[src/rtl/serial_pkg.sv]
// Shared definitions for the serial frame transmitter and receiver blocks:
// frame states, idle line level and frame/parity helpers.
package serial_pkg;

    typedef enum logic [2:0] {
        IDLE   = 3'd0,
        START  = 3'd1,
        DATA   = 3'd2,
        PARITY = 3'd3,
        STOP   = 3'd4
    } tx_state_t;

    localparam logic LINE_IDLE = 1'b1;

    // Clock cycles from accept edge to the return-to-idle edge.
    function automatic int frame_len(input int data_w, input int parity_en, input int clks_per_bit);
        return (2 + data_w + parity_en) * clks_per_bit;
    endfunction

    // Callers zero-extend the data word into the 8-bit argument.
    function automatic logic parity_bit(input logic [7:0] data, input logic odd);
        return (^data) ^ odd;
    endfunction

endpackage

[src/rtl/serial_tx4_baud_tick_gen.sv]
// Bit-period counter: counts 0..CLKS_PER_BIT-1 while enabled and flags the
// last cycle of each serial bit with bit_tick_o. Shared with the receiver.
module baud_tick_gen #(
    parameter int CLKS_PER_BIT = 4
) (
    input  logic clk1,
    input  logic reset3,
    input  logic clear_i,
    input  logic enable_i,
    output logic bit_tick_o
);
    import serial_pkg::*;

    localparam int CNT_W = (CLKS_PER_BIT > 1) ? $clog2(CLKS_PER_BIT) : 1;
    localparam logic [CNT_W-1:0] LAST_CNT = CNT_W'(CLKS_PER_BIT - 1);

    logic [CNT_W-1:0] cnt_q;
    logic [CNT_W-1:0] cnt_d;

    // Next count: clear wins, otherwise wrap on the last cycle of a bit.
    always_comb begin
        cnt_d = cnt_q;
        if (clear_i) begin
            cnt_d = '0;
        end else if (enable_i) begin
            if (cnt_q == LAST_CNT) begin
                cnt_d = '0;
            end else begin
                cnt_d = cnt_q + CNT_W'(1);
            end
        end else begin
            cnt_d = cnt_q;
        end
    end

    // Counter register.
    always_ff @(posedge clk1 or posedge reset3) begin
        if (reset3) begin
            cnt_q <= '0;
        end else begin
            cnt_q <= cnt_d;
        end
    end

    // With CLKS_PER_BIT=1 the count stays at zero and every enabled cycle ticks.
    assign bit_tick_o = enable_i & ~clear_i & (cnt_q == LAST_CNT);

endmodule

[src/rtl/serial_tx4.sv]
// Parallel-in, serial-out frame transmitter: start bit, DATA_W data bits LSB
// first, optional parity bit, stop bit; every output is a flop.
module serial_tx4 #(
    parameter int DATA_W       = 4,
    parameter int CLKS_PER_BIT = 4,
    parameter int PARITY_EN    = 1,
    parameter int PARITY_ODD   = 0
) (
    input  logic              clk1,
    input  logic              reset3,
    input  logic [DATA_W-1:0] tx_data,
    input  logic              tx_valid,
    output logic              tx_ready,
    output logic              tx_serial,
    output logic              tx_busy,
    output logic              frame_done
);
    import serial_pkg::*;

    localparam int BCNT_W = $clog2(DATA_W + 1);
    localparam logic [BCNT_W-1:0] LAST_BIT = BCNT_W'(DATA_W - 1);

    tx_state_t         state_q;
    logic [DATA_W-1:0] shift_q;
    logic [DATA_W-1:0] shift_d;
    logic [BCNT_W-1:0] bit_cnt_q;
    logic              parity_q;
    logic [7:0]        data_ext_s;
    logic              accept_s;
    logic              bit_tick_s;

    // Zero-extended copy of the input word for the parity helper.
    always_comb begin
        data_ext_s = 8'd0;
        data_ext_s[DATA_W-1:0] = tx_data;
    end

    // Handshake and shift-right value (the MSB fills with zero).
    always_comb begin
        accept_s = tx_valid & tx_ready;
        shift_d  = shift_q >> 1;
    end

    baud_tick_gen #(
        .CLKS_PER_BIT(CLKS_PER_BIT)
    ) u_baud (
        .clk1      (clk1),
        .reset3    (reset3),
        .clear_i   (accept_s),
        .enable_i  (state_q != IDLE),
        .bit_tick_o(bit_tick_s)
    );

    // Frame FSM; the line level for the next bit is registered on the bit
    // boundary so tx_serial never depends on combinational state decode.
    always_ff @(posedge clk1 or posedge reset3) begin
        if (reset3) begin
            state_q    <= IDLE;
            shift_q    <= '0;
            bit_cnt_q  <= '0;
            parity_q   <= 1'b0;
            tx_serial  <= LINE_IDLE;
            tx_ready   <= 1'b1;
            tx_busy    <= 1'b0;
            frame_done <= 1'b0;
        end else begin
            frame_done <= 1'b0;
            case (state_q)
                IDLE: begin
                    if (accept_s) begin
                        shift_q   <= tx_data;
                        parity_q  <= parity_bit(data_ext_s, 1'(PARITY_ODD));
                        bit_cnt_q <= '0;
                        tx_serial <= 1'b0;
                        tx_ready  <= 1'b0;
                        tx_busy   <= 1'b1;
                        state_q   <= START;
                    end
                end
                START: begin
                    if (bit_tick_s) begin
                        tx_serial <= shift_q[0];
                        state_q   <= DATA;
                    end
                end
                DATA: begin
                    if (bit_tick_s) begin
                        shift_q   <= shift_d;
                        bit_cnt_q <= bit_cnt_q + BCNT_W'(1);
                        if (bit_cnt_q == LAST_BIT) begin
                            if (PARITY_EN != 0) begin
                                tx_serial <= parity_q;
                                state_q   <= PARITY;
                            end else begin
                                tx_serial <= LINE_IDLE;
                                state_q   <= STOP;
                            end
                        end else begin
                            tx_serial <= shift_d[0];
                        end
                    end
                end
                PARITY: begin
                    if (bit_tick_s) begin
                        tx_serial <= LINE_IDLE;
                        state_q   <= STOP;
                    end
                end
                STOP: begin
                    if (bit_tick_s) begin
                        tx_serial  <= LINE_IDLE;
                        tx_ready   <= 1'b1;
                        tx_busy    <= 1'b0;
                        frame_done <= 1'b1;
                        state_q    <= IDLE;
                    end
                end
                default: begin
                    tx_serial <= LINE_IDLE;
                    tx_ready  <= 1'b1;
                    tx_busy   <= 1'b0;
                    state_q   <= IDLE;
                end
            endcase
        end
    end

endmodule

[config.mk]
export PLATFORM = sky130hd
export DESIGN_NAME = serial_tx4
export DESIGN_NICKNAME = d
export VERILOG_FILES = /design/src/rtl/serial_pkg.sv /design/src/rtl/serial_tx4_baud_tick_gen.sv /design/src/rtl/serial_tx4.sv
export SDC_FILE = /design/constraint.sdc
export NUM_CORES = 1
export LEC_CHECK = 0
export ABC_AREA = 1
export BUFFER_PORTS_ARGS = -buffer_cell sky130_fd_sc_hd__buf_2
export CAP_MARGIN = 10
export CORE_MARGIN = 3
export CORE_UTILIZATION = 50
export CTS_CLUSTER_DIAMETER = 60
export DETAILED_ROUTE_END_ITERATION = 16
export PLACE_DENSITY = 0.7
export RECOVER_POWER = 50
export SKIP_CTS_REPAIR_TIMING = 1
export SLEW_MARGIN = 20
export SYNTH_ARGS = -nofsm -noshare
export SYNTH_HDL_FRONTEND = slang
export SYNTH_SLANG_ARGS = --single-unit
[constraint.sdc]
create_clock -name clk1 -period 2.89 [get_ports clk1]
set_clock_uncertainty 0.1 [all_clocks]
set_input_delay 0.1445 -clock clk1 [delete_from_list [all_inputs] [get_ports clk1]]
set_output_delay 0.1445 -clock clk1 [all_outputs]
set_load 0.005 [all_outputs]
# After elaboration in Yosys (flattened, before gate mapping)
# Cells that the tools add are included.
# Widths: inputs -> output; s select.
dict set report word_totals {
  out_inout_bits 4
  ff_bits 17
  wordCells 69
}
dict set report classes {
  bitwise_logic 5
  addsub 2
  muxes 28
  reduce_logical 12
  n_eq_ne 13
}
# cell n
set ops {}
lappend ops {{$mux 3} 8}
lappend ops {{$pmux 3 s5} 1}
lappend ops {{$ne 2x2->1 const B} 5}
lappend ops {{$eq 3x2->1 const B} 3}
lappend ops {{$mux 1} 9}
lappend ops {{$mux 4} 2}
lappend ops {{$pmux 4 s2} 1}
lappend ops {{$reduce_xor 8->1} 1}
lappend ops {{$mux 2} 3}
lappend ops {{$pmux 1 s3} 2}
lappend ops {{$pmux 3 s2} 1}
lappend ops {{$reduce_and 3->1} 2}
lappend ops {{$reduce_and 6->1} 1}
lappend ops {{$ne 2x1->1 const B} 2}
lappend ops {{$pmux 1 s4} 1}
lappend ops {{$reduce_and 4->1} 1}
lappend ops {{$reduce_bool 2->1} 2}
lappend ops {{$add 3x1->3 const B} 1}
lappend ops {{$and 1x1->1} 3}
lappend ops {{$eq 3x1->1 const B} 1}
lappend ops {{$eq 3x3->1 const B} 1}
lappend ops {{$logic_not 3->1} 1}
lappend ops {{$reduce_bool 3->1} 1}
lappend ops {{$reduce_or 3->1} 1}
lappend ops {{other kinds (5)} 6}

# Depth between registers and ports, before layout
dict set report depth {
  depth_word 6
  ltp_mapped 9
}

# Hierarchy
# Synthesis repeated with hierarchy kept, for this count alone.
dict set report unflattened {
  cells_unflattened 122
  area_unflattened_um2 997.2
}
# module cells_each seq_area_each_um2 instances area_each_um2
set modules_own_cells {}
lappend modules_own_cells {serial_tx4 107 377.9 1 877.1}
lappend modules_own_cells {baud_tick_gen 15 50.0 1 120.1}

# Worst setup path before layout
# Ideal clock, no wire load.
dict set report synth_path {
  kind {reg2reg}
  from {register tx_ready}
  to {register shift_q[3]}
  setup_slack_ps 1474
  required_time_ps 2664
  synth_period_minus_slack_ps 1416
  t_arrival_ps 1190
  setup_time_ps 126
  stages_incl_launch_ff 7
  path_buffers 1
  cell_sequence {dfstp_2 > nand2_1 > nor2_2 > inv_2 > o21ai_2 > buf_6 > o21ai_0}
}
dict set report synth_between {
  elab_chain_cells 6
  elab_cells_between_ends 7
  cone_classes {eq/ne: 2; bitwise: 4; reduce/logical: 1}
}
# element line
set synth_lines {}
lappend synth_lines {{start, declared} serial_tx4.sv:13} ;# output logic tx_ready,
lappend synth_lines {{start signal, assigned} serial_tx4.sv:63} ;# tx_ready <= 1'b1;
lappend synth_lines {{start signal, assigned} serial_tx4.sv:75} ;# tx_ready <= 1'b0;
lappend synth_lines {{start signal, assigned} serial_tx4.sv:112} ;# tx_ready <= 1'b1;
lappend synth_lines {{$and 1x1->1 (*)} serial_tx4.sv:40} ;# accept_s = tx_valid & tx_ready;
lappend synth_lines {{$not 1->1} serial_tx4_baud_tick_gen.sv:46} ;# assign bit_tick_o = enable_i & ~clear_i & (cnt_q == LAST_CNT);
lappend synth_lines {{$and 1x1->1 (2 in series)} serial_tx4_baud_tick_gen.sv:46}
lappend synth_lines {{$ne 2x2->1 (no source line)} --}
lappend synth_lines {{$reduce_and 3->1 (no source line) (*)} --}
lappend synth_lines {{end signal, assigned} serial_tx4.sv:71} ;# shift_q <= tx_data;
lappend synth_lines {{end signal, assigned} serial_tx4.sv:88} ;# shift_q <= shift_d;
lappend synth_lines {{end, declared} serial_tx4.sv:24} ;# logic [DATA_W-1:0] shift_q;
# Mark *: on every way between the ends. The rest lies on a longest branch, timed or not.
# A chain may end at the register's enable or synchronous reset.

# Worst setup path after layout
dict set report layout_path {
  from {register state_q[0]}
  to {register bit_cnt_q[1]}
}
dict set report layout_between {
  elab_chain_cells 5
  elab_cells_between_ends 10
  cone_classes {eq/ne: 3; mux: 1; bitwise: 2; reduce/logical: 4}
}
# element line
set layout_lines {}
lappend layout_lines {{start, declared} serial_tx4.sv:23} ;# tx_state_t state_q;
lappend layout_lines {{start signal, assigned} serial_tx4.sv:58} ;# state_q <= IDLE;
lappend layout_lines {{start signal, assigned} serial_tx4.sv:77} ;# state_q <= START;
lappend layout_lines {{start signal, assigned} serial_tx4.sv:83} ;# state_q <= DATA;
lappend layout_lines {{$reduce_bool 3->1} serial_tx4.sv:50} ;# .enable_i (state_q != IDLE),
lappend layout_lines {{$and 1x1->1 (2 in series)} serial_tx4_baud_tick_gen.sv:46}
lappend layout_lines {{$ne 2x2->1 (no source line)} --}
lappend layout_lines {{$reduce_and 3->1 (no source line)} --}
lappend layout_lines {{end signal, assigned} serial_tx4.sv:89} ;# bit_cnt_q <= bit_cnt_q + BCNT_W'(1);
lappend layout_lines {{end, declared} serial_tx4.sv:26} ;# logic [BCNT_W-1:0] bit_cnt_q;
# Parallel ways exist; a longest one is shown, timed or not.

==> run summary <==
Nets - 142
Cell Pwr Density - 352 nW/µm²
final wirelength - 1590 µm
DIE WIDTH - 50.4 µm
hold_sp - tx_data[3]
Hold/Removal Path Class - primary input to flop
CORE AREA - 1780 µm²
Synth cell types - 25
Setup TNS - 0 ns
Post-Syn Area per Cell - 8.26 µm²
Worst EP required - 2.97 ns
largest net degree at the start of global routing - 18
Sequential Area - 428 µm²
Fill cells - 172
Leakage - 0.000571 µW
Initial DRT Pass Iterations - 4
most common library cell in the layout ignoring fill and taps - nand2_1
f_max - 540 MHz
Routed WL per cell - 10.2 µm
synthesized area - 983 µm²
RR Endpoint - bit_cnt_q[1]
number of global-route vias before repair - 708
final antenna-violating net count - 0
CTS max path bufs - 2
crit-path max FO - 13
grt ovf - 0
Core Rows - 15
ratio of cells with drive above 1 in the final layout - 23.7%
Syn-to-layout area delta - 8.40%
Residual DRC - 0
Starting DRT DRC Count - 9
CTS tree - done
CP startpoint - state_q[0]
clk slew on worst S/H paths - 0.09 ns
vias per cell - 4.88
endpoints failing hold - 0
cts bufs inserted - 3
DIE AREA - 2540 µm²
commonest non-fill, non-tap cells in the layout - nand2_1 (37), dfrtp_1 (15), inv_1 (10), nand3_1 (10), buf_2 (9)
PortBufs - 10
worst path cell trace - nor2_1 > nand2_2 > o21ai_2 > inv_1 > nand2_1 > nand2_1
CP Class - flop to flop
FF-to-FF Start - state_q[0]
Initial Utilization - 55.2%
Root Buffer - clkbuf_4
detailed placer's ending HPWL - 1270 µm
GR Util All Layers - 14.7%
Layout Utilization - 59.8%
worst slew pin tran - 0.631 ns
initial antenna violation count - 0
global placement routability congestion - 0.815
Mapped Cells - 119
post-route worst setup slack - 1.04 ns
Final Total Pwr - 375 µW
Synth warnings - 0
Hold WS - 0.0190 ns
Die Height - 50.4 µm
R2R depth - 6
Crit-path slowest cell - dfrtp_1
crit path DAT - 1.93 ns
Placement Setup Slack - 1.06 ns
FF-to-FF setup slack - 1.04 ns
normalized max-slew margin - 57.9%
area of the multi-input gates - 473 µm²
Syn Nets - 129
total number of vias - 761
IO Pins - 11
final setup fails - 0
Antenna diodes - 0
crit path to - bit_cnt_q[1]
Max Cap Viol - 0
crit path time final - 1.85 ns
Startpoint Class - flop
synthesis-stage register bit count - 17
clock latency on the worst-skew pair - 0.28 ns
CP endpoint kind - flop
first-pass GRT wire length - 2870 µm
clk sinks - 17
Crit path top cell by count - nand2_1
CP max stage delay - 0.47 ns
register area share after synthesis - 43.5%
unrepaired setup endpoints after global routing - false
final worst path period share - 64.1%
Slew Viols, Final - 0
H-tree level count - 1
peak supply drop - 293 µV
status - finished, final reports clean
## metrics by stage
step	instance area, µm²	cells
floorplan	983	119
global placement	1030	151
detailed placement	1030	151
CTS	1060	155
global route	1070	156
finish	1070	156
## registers in the layout, indices dropped and copies added, names as in the netlist
name	count
shift_q	4
tx_busy	1
state_q	3
tx_serial	1
bit_cnt_q	3
parity_q	1
u_baud.cnt_q	2
tx_ready	1
frame_done	1
## worst min-delay path by stage
stage / to / cells past startpoint
2_1_floorplan: bit_cnt_q[0] / 1
3_3_place_gp: parity_q / 2
3_5_place_dp: parity_q / 2
4_1_cts: parity_q / 2
5_1_grt: shift_q[3] / 3
6_report: shift_q[3] / 3
## report_power, final
part	total (µW)	internal [µW]	switching (µW)
Clock	120	53.5	66.7
Combinational	17.4	7.94	9.46
Sequential	238	238	0
Total	375	299	76.2
## critical path, delay by kind of cell, from the launching register on
family	cells	cell delay (ns)
buffers and inverters	1	0.15
AND/OR/NAND/NOR	4	0.56
flip-flops	1	0.47
AO/OA/AOI/OAI	1	0.47
## Yosys cell counts, drive strengths merged
cell	instances	area [µm²]
a21oi	3	22.5
buf	3	33.8
dfrtp	15	375
dfstp	2	52.6
ha	3	37.5
inv	13	48.8
nand2	41	169
nand3	12	77.6
nand3b	1	7.51
nand4	1	6.26
nor2	9	43.8
nor3	1	5.00
o21ai	11	70.1
o31ai	1	7.51
xnor2	2	17.5
xor2	1	8.76
## area by class of cell
type / instances / share of cell area [%]
Inverter: 13 / 4.58
Tap cell: 25 / 2.93
Timing Repair Buffer: 11 / 5.52
Multi-Input combinational cell: 86 / 44.4
Sequential cell: 17 / 40.1
Clock buffer: 4 / 2.46
## routing by layer
layer / vias to the layer above / global-route usage (%) / part of all wire [%]
li1: 406 / - / -
met1: 334 / 18.9 / 49
met2: 17 / 23.9 / 45
met3: 4 / 2.67 / 3.9
met4: 0 / 6.73 / 2.0
met5: - / 0 / 0
## cells by family (layout without fill, tap and decap cells)
kind of cell / after synthesis / in the layout / synth area share [%]
and+or+nand+nor: 65 / 65 / 31.4
adders and majority gates: 3 / 3 / 3.82
xor gates and xnor gates: 3 / 3 / 2.67
DFF: 17 / 17 / 43.5
AOI/OAI and AO/OA: 15 / 15 / 10.2
buffers and inverters: 16 / 28 / 8.40
No activity file was read; power rests on OpenSTA's default activity.
